## src/rtl/svm_pkg.sv

```systemverilog
// Shared types and width helpers for the SVM classifier datapath.
package svm_pkg;

  // Sequencer phases.
  typedef enum logic [2:0] {
    StIdle,
    StLoad,
    StDrain,
    StCompute,
    StFlush,
    StDone
  } state_e;

  // Width of an index port (SV select, class select); one spare bit so a
  // count of exactly n is representable.
  function automatic int unsigned idx_width(input int unsigned n);
    return $clog2(n) + 1;
  endfunction

endpackage

```

## src/rtl/svm_idx_counter.sv

```systemverilog
// Nested 3-level counter: level 0 innermost, level 2 outermost.
// Each level wraps at its own parameterised terminal value, not a power of two.
module svm_idx_counter #(
  parameter int unsigned N0 = 4,
  parameter int unsigned N1 = 2,
  parameter int unsigned N2 = 2,
  parameter int unsigned W0 = 2,
  parameter int unsigned W1 = 2,
  parameter int unsigned W2 = 2
) (
  input  logic          clk,
  input  logic          rst,
  input  logic          en_i,
  input  logic          clr_i,
  output logic [W0-1:0] cnt0_o,
  output logic [W1-1:0] cnt1_o,
  output logic [W2-1:0] cnt2_o,
  output logic          last0_o,
  output logic          last_all_o
);

  logic [W0-1:0] cnt0_q;
  logic [W1-1:0] cnt1_q;
  logic [W2-1:0] cnt2_q;
  logic          last0, last1, last2;

  // Terminal flags per level.
  always_comb begin
    last0 = (cnt0_q == W0'(N0 - 1));
    last1 = (cnt1_q == W1'(N1 - 1));
    last2 = (cnt2_q == W2'(N2 - 1));
  end

  // Advance innermost level; carry outward on each terminal.
  always_ff @(posedge clk) begin
    if (rst || clr_i) begin
      cnt0_q <= '0;
      cnt1_q <= '0;
      cnt2_q <= '0;
    end else if (en_i) begin
      cnt0_q <= last0 ? '0 : cnt0_q + W0'(1);
      if (last0) begin
        cnt1_q <= last1 ? '0 : cnt1_q + W1'(1);
        if (last1) begin
          cnt2_q <= last2 ? '0 : cnt2_q + W2'(1);
        end
      end
    end
  end

  assign cnt0_o     = cnt0_q;
  assign cnt1_o     = cnt1_q;
  assign cnt2_o     = cnt2_q;
  assign last0_o    = last0;
  assign last_all_o = last0 && last1 && last2;

endmodule

```

## src/rtl/svm_mem_sequencer.sv

```systemverilog
// Load / drain / compute sequencer for the cascaded SVM decision function.
module svm_mem_sequencer
  import svm_pkg::*;
#(
  parameter int unsigned XLEN_PIXEL    = 8,
  parameter int unsigned NUM_OF_PIXELS = 784,
  parameter int unsigned NUM_OF_SV     = 10,
  parameter int unsigned NUM_CLASSES   = 2,
  parameter int unsigned DRAIN_CYCLES  = 10,
  parameter int unsigned AW            = $clog2(NUM_OF_PIXELS)
) (
  input  logic                                clk,
  input  logic                                rst,
  input  logic                                start,
  input  logic                                in_valid,
  input  logic [XLEN_PIXEL-1:0]               in_pixel,
  output logic                                in_ready,
  input  logic                                df_stall,
  output logic                                mem_we,
  output logic                                mem_re,
  output logic [AW-1:0]                       mem_addr,
  output logic [XLEN_PIXEL-1:0]               mem_wdata,
  output logic [$clog2(NUM_OF_SV):0]          sv_idx,
  output logic [$clog2(NUM_CLASSES):0]        class_idx,
  output logic                                stall_mem,
  output logic                                df_en,
  output logic                                df_first,
  output logic                                df_last,
  output logic                                busy,
  output logic                                done
);

  localparam int unsigned SW = idx_width(NUM_OF_SV);
  localparam int unsigned CW = idx_width(NUM_CLASSES);
  localparam int unsigned DW = $clog2(DRAIN_CYCLES + 1);

  state_e          state_q, state_d;
  logic [AW-1:0]   wr_cnt_q, wr_cnt_d;
  logic [DW-1:0]   drain_cnt_q, drain_cnt_d;
  logic            df_en_q, df_first_q, df_last_q;

  logic [AW-1:0]   pix_cnt;
  logic [SW-1:0]   sv_cnt;
  logic [CW-1:0]   cls_cnt;
  logic            pix_last, sweep_last;
  logic            hs, rd;

  assign hs = (state_q == StLoad) && in_valid;
  assign rd = (state_q == StCompute) && !df_stall;

  // Read sweep counters; held at zero outside COMPUTE so each run starts clean.
  svm_idx_counter #(
    .N0 (NUM_OF_PIXELS),
    .N1 (NUM_OF_SV),
    .N2 (NUM_CLASSES),
    .W0 (AW),
    .W1 (SW),
    .W2 (CW)
  ) u_idx_counter (
    .clk        (clk),
    .rst        (rst),
    .en_i       (rd),
    .clr_i      (state_q != StCompute),
    .cnt0_o     (pix_cnt),
    .cnt1_o     (sv_cnt),
    .cnt2_o     (cls_cnt),
    .last0_o    (pix_last),
    .last_all_o (sweep_last)
  );

  // State and phase counters.
  always_ff @(posedge clk) begin
    if (rst) begin
      state_q     <= StIdle;
      wr_cnt_q    <= '0;
      drain_cnt_q <= '0;
    end else begin
      state_q     <= state_d;
      wr_cnt_q    <= wr_cnt_d;
      drain_cnt_q <= drain_cnt_d;
    end
  end

  // Next-state and phase counter update.
  always_comb begin
    state_d     = state_q;
    wr_cnt_d    = wr_cnt_q;
    drain_cnt_d = drain_cnt_q;
    unique case (state_q)
      StIdle: begin
        if (start) state_d = StLoad;
      end
      StLoad: begin
        if (hs) begin
          if (wr_cnt_q == AW'(NUM_OF_PIXELS - 1)) begin
            wr_cnt_d = '0;
            state_d  = StDrain;
          end else begin
            wr_cnt_d = wr_cnt_q + AW'(1);
          end
        end
      end
      StDrain: begin
        if (drain_cnt_q == DW'(DRAIN_CYCLES - 1)) begin
          drain_cnt_d = '0;
          state_d     = StCompute;
        end else begin
          drain_cnt_d = drain_cnt_q + DW'(1);
        end
      end
      StCompute: begin
        if (rd && sweep_last) state_d = StFlush;
      end
      StFlush: state_d = StDone;
      StDone:  state_d = StIdle;
      default: state_d = StIdle;
    endcase
  end

  // Memory port drive; write and read phases are mutually exclusive by state.
  always_comb begin
    in_ready  = (state_q == StLoad);
    mem_we    = hs;
    mem_re    = rd;
    mem_wdata = hs ? in_pixel : '0;
    mem_addr  = '0;
    sv_idx    = '0;
    class_idx = '0;
    if (hs) begin
      mem_addr = wr_cnt_q;
    end else if (rd) begin
      mem_addr  = pix_cnt;
      sv_idx    = sv_cnt;
      class_idx = cls_cnt;
    end
    busy = (state_q != StIdle);
    done = (state_q == StDone);
  end

  // One-cycle read pipeline matching the x-buffer/ROM latency.
  always_ff @(posedge clk) begin
    if (rst) begin
      df_en_q    <= 1'b0;
      df_first_q <= 1'b0;
      df_last_q  <= 1'b0;
    end else begin
      df_en_q    <= rd;
      df_first_q <= rd && (pix_cnt == '0);
      df_last_q  <= rd && pix_last;
    end
  end

  assign df_en     = df_en_q;
  assign df_first  = df_first_q;
  assign df_last   = df_last_q;
  assign stall_mem = !df_en_q;

endmodule

```

## config.mk

```make
export PLATFORM = sky130hd
export DESIGN_NAME = svm_mem_sequencer
export DESIGN_NICKNAME = d
export VERILOG_FILES = /design/src/rtl/svm_pkg.sv /design/src/rtl/svm_idx_counter.sv /design/src/rtl/svm_mem_sequencer.sv
export SDC_FILE = /design/constraint.sdc
export NUM_CORES = 1
export LEC_CHECK = 0
export ABC_CLOCK_PERIOD_IN_PS = 1620
export CORE_UTILIZATION = 25
export CTS_BUF_LIST = sky130_fd_sc_hd__clkbuf_16
export DETAILED_ROUTE_END_ITERATION = 10
export DONT_BUFFER_PORTS = 1
export GPL_TIMING_DRIVEN = 1
export PLACE_DENSITY = 0.37
export RECOVER_POWER = 50
export SLEW_MARGIN = 30
export SYNTH_ARGS = -nofsm -noshare
export SYNTH_HDL_FRONTEND = slang
export SYNTH_SLANG_ARGS = --single-unit
```

## constraint.sdc

```tcl
create_clock -name clk -period 1.62 [get_ports clk]
set_input_delay 0.324 -clock clk [delete_from_list [all_inputs] [get_ports clk]]
set_output_delay 0.324 -clock clk [all_outputs]
set_load 0.02 [all_outputs]
```

# ---- Word level (Yosys, flattened, before mapping)
# Index checks and enable logic that the tools add are counted.
dict set report op_classes {
  n_addsub 5
  eq_ne 16
  mux 18
  n_reduce_logical 17
}
# operator n
set op_table {}
lappend op_table {{10-bit 2-to-1 mux} 4}
lappend op_table {{10-bit by 1-bit adder with 10-bit output (second input constant)} 2}
lappend op_table {{10-bit equality test (second input constant)} 2}
lappend op_table {{3-bit 2-to-1 mux} 5}
lappend op_table {{5-bit 2-to-1 mux} 3}
lappend op_table {{3-bit one-hot mux with 5 select lines} 1}
lappend op_table {{10-bit logical NOT} 1}
lappend op_table {{8-bit 2-to-1 mux} 1}
lappend op_table {{1-bit logical AND} 7}
lappend op_table {{3-bit by 2-bit equality test with 1-bit output (second input constant)} 2}
lappend op_table {{3-bit equality test (second input constant)} 2}
lappend op_table {{2-bit 2-to-1 mux} 3}
lappend op_table {{2-bit by 1-bit != test with 1-bit output (second input constant)} 3}
lappend op_table {{5-bit by 1-bit adder with 5-bit output (second input constant)} 1}
lappend op_table {{5-bit by 4-bit equality test with 1-bit output (second input constant)} 1}
lappend op_table {{5-bit AND reduction} 1}
lappend op_table {{4-bit by 1-bit adder with 4-bit output (second input constant)} 1}
lappend op_table {{4-bit equality test (second input constant)} 1}
lappend op_table {{4-bit 2-to-1 mux} 1}
lappend op_table {{2-bit != test (second input constant)} 2}
lappend op_table {{2-bit AND reduction} 2}
lappend op_table {{3-bit by 1-bit equality test with 1-bit output (second input constant)} 1}
lappend op_table {{3-bit logical NOT} 1}
lappend op_table {{3-bit by 2-bit != test with 1-bit output (second input constant)} 1}
lappend op_table {{other kinds (6)} 7}
dict set report word_totals {
  ff_bits 37
  inputBits 13
  elab_cells 65
}

# ---- Longest topological paths before layout
dict set report logic_depth {
  depth_word 6
  depth_mapped 8
}

# ---- Cells and area by module
# A second synthesis with hierarchy kept.
dict set report unflattened {
  hier_cells 233
  hier_area_um2 2000.7
}
# mod n_inst cells_each area_per_inst_um2 seq_area_each_um2
set by_module_without_submodules {}
lappend by_module_without_submodules {svm_mem_sequencer 1 145 1191.1 400.4}
lappend by_module_without_submodules {svm_idx_counter 1 88 809.5 340.3}

# ---- Worst setup path after synthesis
# No wires, ideal clock.
dict set report synth_timing {
  path_type {reg-to-output}
  startpoint {register state_q[0]}
  endpoint {output port mem_addr[8]}
  arrival_time_ns 1.650
  setup_slack_ns -0.354
  stages_incl_launch_ff 7
  cell_sequence {dfxtp_1 > nor3b_2 > nand2_1 > inv_2 > buf_4 > buf_2 > a22o_1}
}
dict set report synth_via {
  word_cells_on_any_way 6
  cone_classes {2 x eq/ne; 2 x mux; 2 x reduce/logical}
}
# item line
set synth_rtl {}
lappend synth_rtl {{start, declared} svm_mem_sequencer.sv:37} ;# state_e state_q, state_d;
lappend synth_rtl {{start signal, assigned} svm_mem_sequencer.sv:74} ;# state_q <= StIdle;
lappend synth_rtl {{start signal, assigned} svm_mem_sequencer.sv:78} ;# state_q <= state_d;
lappend synth_rtl {{3-bit by 1-bit equality test with 1-bit output} n/a}
lappend synth_rtl {{named net in_ready} svm_mem_sequencer.sv:17} ;# output logic in_ready,
lappend synth_rtl {{1-bit logical AND} svm_mem_sequencer.sv:48} ;# assign hs = (state_q == StLoad) && in_valid;
lappend synth_rtl {{named net mem_we} svm_mem_sequencer.sv:19} ;# output logic mem_we,
lappend synth_rtl {{10-bit 2-to-1 mux} svm_mem_sequencer.sv:129} ;# if (hs) begin
lappend synth_rtl {{end, declared} svm_mem_sequencer.sv:21} ;# output logic [AW-1:0] mem_addr,
# The timed path passes the listed nets, and every way through them passes these cells.

# ---- Worst setup path in the final report
dict set report layout_timing {
  startpoint {register state_q[1]}
  endpoint {output port mem_wdata[1]}
}
dict set report layout_via {
  elab_chain_len 3
}
# item line
set layout_rtl {}
lappend layout_rtl {{3-bit by 1-bit equality test with 1-bit output} svm_mem_sequencer.sv:48}
lappend layout_rtl {{1-bit logical AND} svm_mem_sequencer.sv:48}
lappend layout_rtl {{8-bit 2-to-1 mux} svm_mem_sequencer.sv:125} ;# mem_wdata = hs ? in_pixel : '0;
lappend layout_rtl {{end, declared} svm_mem_sequencer.sv:22} ;# output logic [XLEN_PIXEL-1:0] mem_wdata,
# Every way passes these cells.

==> results.cfg <==
[route]
vias = 1920
firstDrtPassIters = 4
vias_per_cell = 4.812
drc_errors = 0
wl_um = 5493
ant_nets = 0
wire_per_inst_um = 13.77
drtIter0Drc = 53

[synth]
syn_area_per_cell_um2 = 8.440
ys_seq_area_frac = 0.3597
synthesis.area_um2 = 2059
synth_cell_types = 49
synth_fp_nets = 262
synthCells = 244
ys.warnings.count = 0
synth-edff-count = 0
ys_ff_latch = 37
dominantRegCellSynth = dfxtp_1
async_flop_share = 0

[cells_and_area]
layoutNonFillerInstCount = 399
final_cell_mix = buf_4 (45), dfxtp_1 (32), nor2_1 (26)
stdcell_area_um2 = 3047
final_common_cell = buf_4
nNetsFinal = 315
syn2layout_area_growth_pct = 47.93
fill_cells = 827
num_antenna_cells = 0
drive_above_1_share = 0.3906

[pwr]
p_per_area_nw_per_um2 = 872.4
ir_worst_vdd_mv = 0.4049
total_power_w = 0.002658
leakage_nw = 1.193

[critical_path]
cpLargestDelayFamily = simple AND/OR/NAND/NOR gates
path_class = register to output pin
worst_path_max_delay_cell = dfxtp_2
r2r-start = state_q[1]
worstPathRequired_ns = 1.30
crit_buf_inv = 3
cp-end-kind = output pin
crit_fanout = 6
cp_cell_sequence = buf_12 -> nor3b_4 -> nand2_2 -> clkinv_4 -> clkbuf_16 -> and2_4
slowest_delay_ns = 0.34
startpoint = state_q[1]
cp-start-kind = register
arrival_ns = 1.48

[die]
std_cell_rows = 32
core_region_area_um2 = 7848
fp.dieH_um = 92.76
start_util = 0.2624
dieWidth_um = 92.76
io_pins = 47
die-area_um2 = 8604

[timing]
finalHoldViolCount = 0
rsz0062_at_grt = yes
setup_viol = 20
layout_setup_ws_ns = -0.1845
finalCritPeriodShare = 1.114
finalSetupTns_ns = -2.882
slew_violations = 0
max_freq_mhz = 554.2
maxSlewHeadroom = 0.7579
worst_pin_slew_ns = 0.3605
fin_crit_ns = 1.804
skew_ns = 0.008407

[placed_design]
dp_hpwl_um = 4014
place_area_um2 = 2606
placed_cells = 379
dpl_worst_slack_ns = -0.09162
port_buffers = 0
gp_congestion = 0.6923

[outcome]
status = finished with violations
violations = setup timing

[grt]
grt_first_pass_wirelength_um = 8880
antenna_found_initial = 0
grt_util_all_layers = 0.1307
gr-total-overflow = 0
grt_max_degree = 24
grt_pass1_vias = 1819

[hold_path]
min_from = rst
hold_path.class = primary input to register

[cts]
cts_tree = done
cts_buffers = 5
cts_root_buffer = clkbuf_16
clk_pin_slew_ns = 0.06
cts_num_sinks = 37
htreeDepth = 2
clk_path_buf_depth = 2
postCtsHoldBufs = 0
clock_latency_ns = 0.27

[run]
cap_violations = 0
kinds of logic after synthesis:
logic type      synth area share
simple gates              0.3554
compound gates            0.1355
flops                     0.3597
buf+inv                  0.04253
xor+xnor                 0.07655
fa+ha+maj                0.03038
timing repair:
action,CTS,global route
resized for setup,31,24
endpoints found under the setup margin,34,56
gates cloned,0,3
pin swaps,6,12
setup buffers,7,3
layer usage:
layer  track usage  wire length, um  up-vias  share of wire
met5             0                0        -              0
met4       0.03077               34        0         0.0062
met3       0.04598              377        2          0.069
met2        0.1979             2351       49           0.43
met1        0.1764             2730      894           0.50
li1              -                -      975              -
worst paths after layout:
kind / slack, ns / end / depth (start not counted)
setup / recovery: -0.18 / mem_wdata[1] / 6
hold reg to reg: 0.49 / u_idx_counter.cnt2_o[1] / 1
setup reg to reg: 0.03 / wr_cnt_q[5] / 9
hold / removal: 0.11 / wr_cnt_q[0] / 1
synthesized netlist by cell type, types with 2 or more instances:
library cell / instances / share of area
a21o_1: 2 / 0.0073
a21oi_1: 13 / 0.032
a22o_1: 10 / 0.043
and2_1: 20 / 0.061
and3_1: 3 / 0.0091
and4_1: 3 / 0.013
buf_2: 4 / 0.0097
clkbuf_1: 6 / 0.011
dfxtp_1: 37 / 0.36
ha_1: 5 / 0.030
inv_1: 6 / 0.011
nand2_1: 13 / 0.024
nand2b_1: 5 / 0.015
nand3_1: 13 / 0.032
nand4_1: 9 / 0.027
nor2_1: 26 / 0.047
nor2b_1: 3 / 0.0091
nor3_1: 3 / 0.0073
nor3b_1: 3 / 0.011
nor4_1: 2 / 0.0061
nor4bb_1: 3 / 0.015
o21ai_0: 6 / 0.015
or3_1: 7 / 0.021
xnor2_1: 2 / 0.0085
xor2_1: 16 / 0.068
stage by stage:
step             util  hold WS (ns)
6_report       0.3882        0.1064
5_1_grt        0.3882       0.09171
4_1_cts        0.3670        0.1044
3_5_place_dp   0.3321        0.3980
3_3_place_gp   0.3321        0.3975
2_1_floorplan       -        0.3964
state kept, by name, summed over array words and instances, names as in the netlist:
| name | flops |
|---|---|
| wr_cnt_q | 10 |
| u_idx_counter.cnt0_o | 10 |
| u_idx_counter.cnt1_o | 5 |
| df_en | 1 |
| df_last | 1 |
| state_q | 3 |
| drain_cnt_q | 4 |
| u_idx_counter.cnt2_o | 2 |
| df_first | 1 |
final cells by class:
cell class	instances	area [um^2]	share of cell area
sequential	37	747.0	0.2452
inverter	7	31.28	0.01027
tap	102	127.6	0.04189
timing repair buffer	57	521.8	0.1713
clock buffer	5	125.1	0.04107
clock inverter	2	11.26	0.003696
multi-input combinational	189	1483	0.4867
report_power, final:
group          internal (W)  leakage [nW]  switching [W]
logic              0.000403         0.829       0.000357
clock network      0.000556        0.0633       0.000362
registers          0.000947         0.301      0.0000324
No activity file was read; power rests on OpenSTA's default activity.
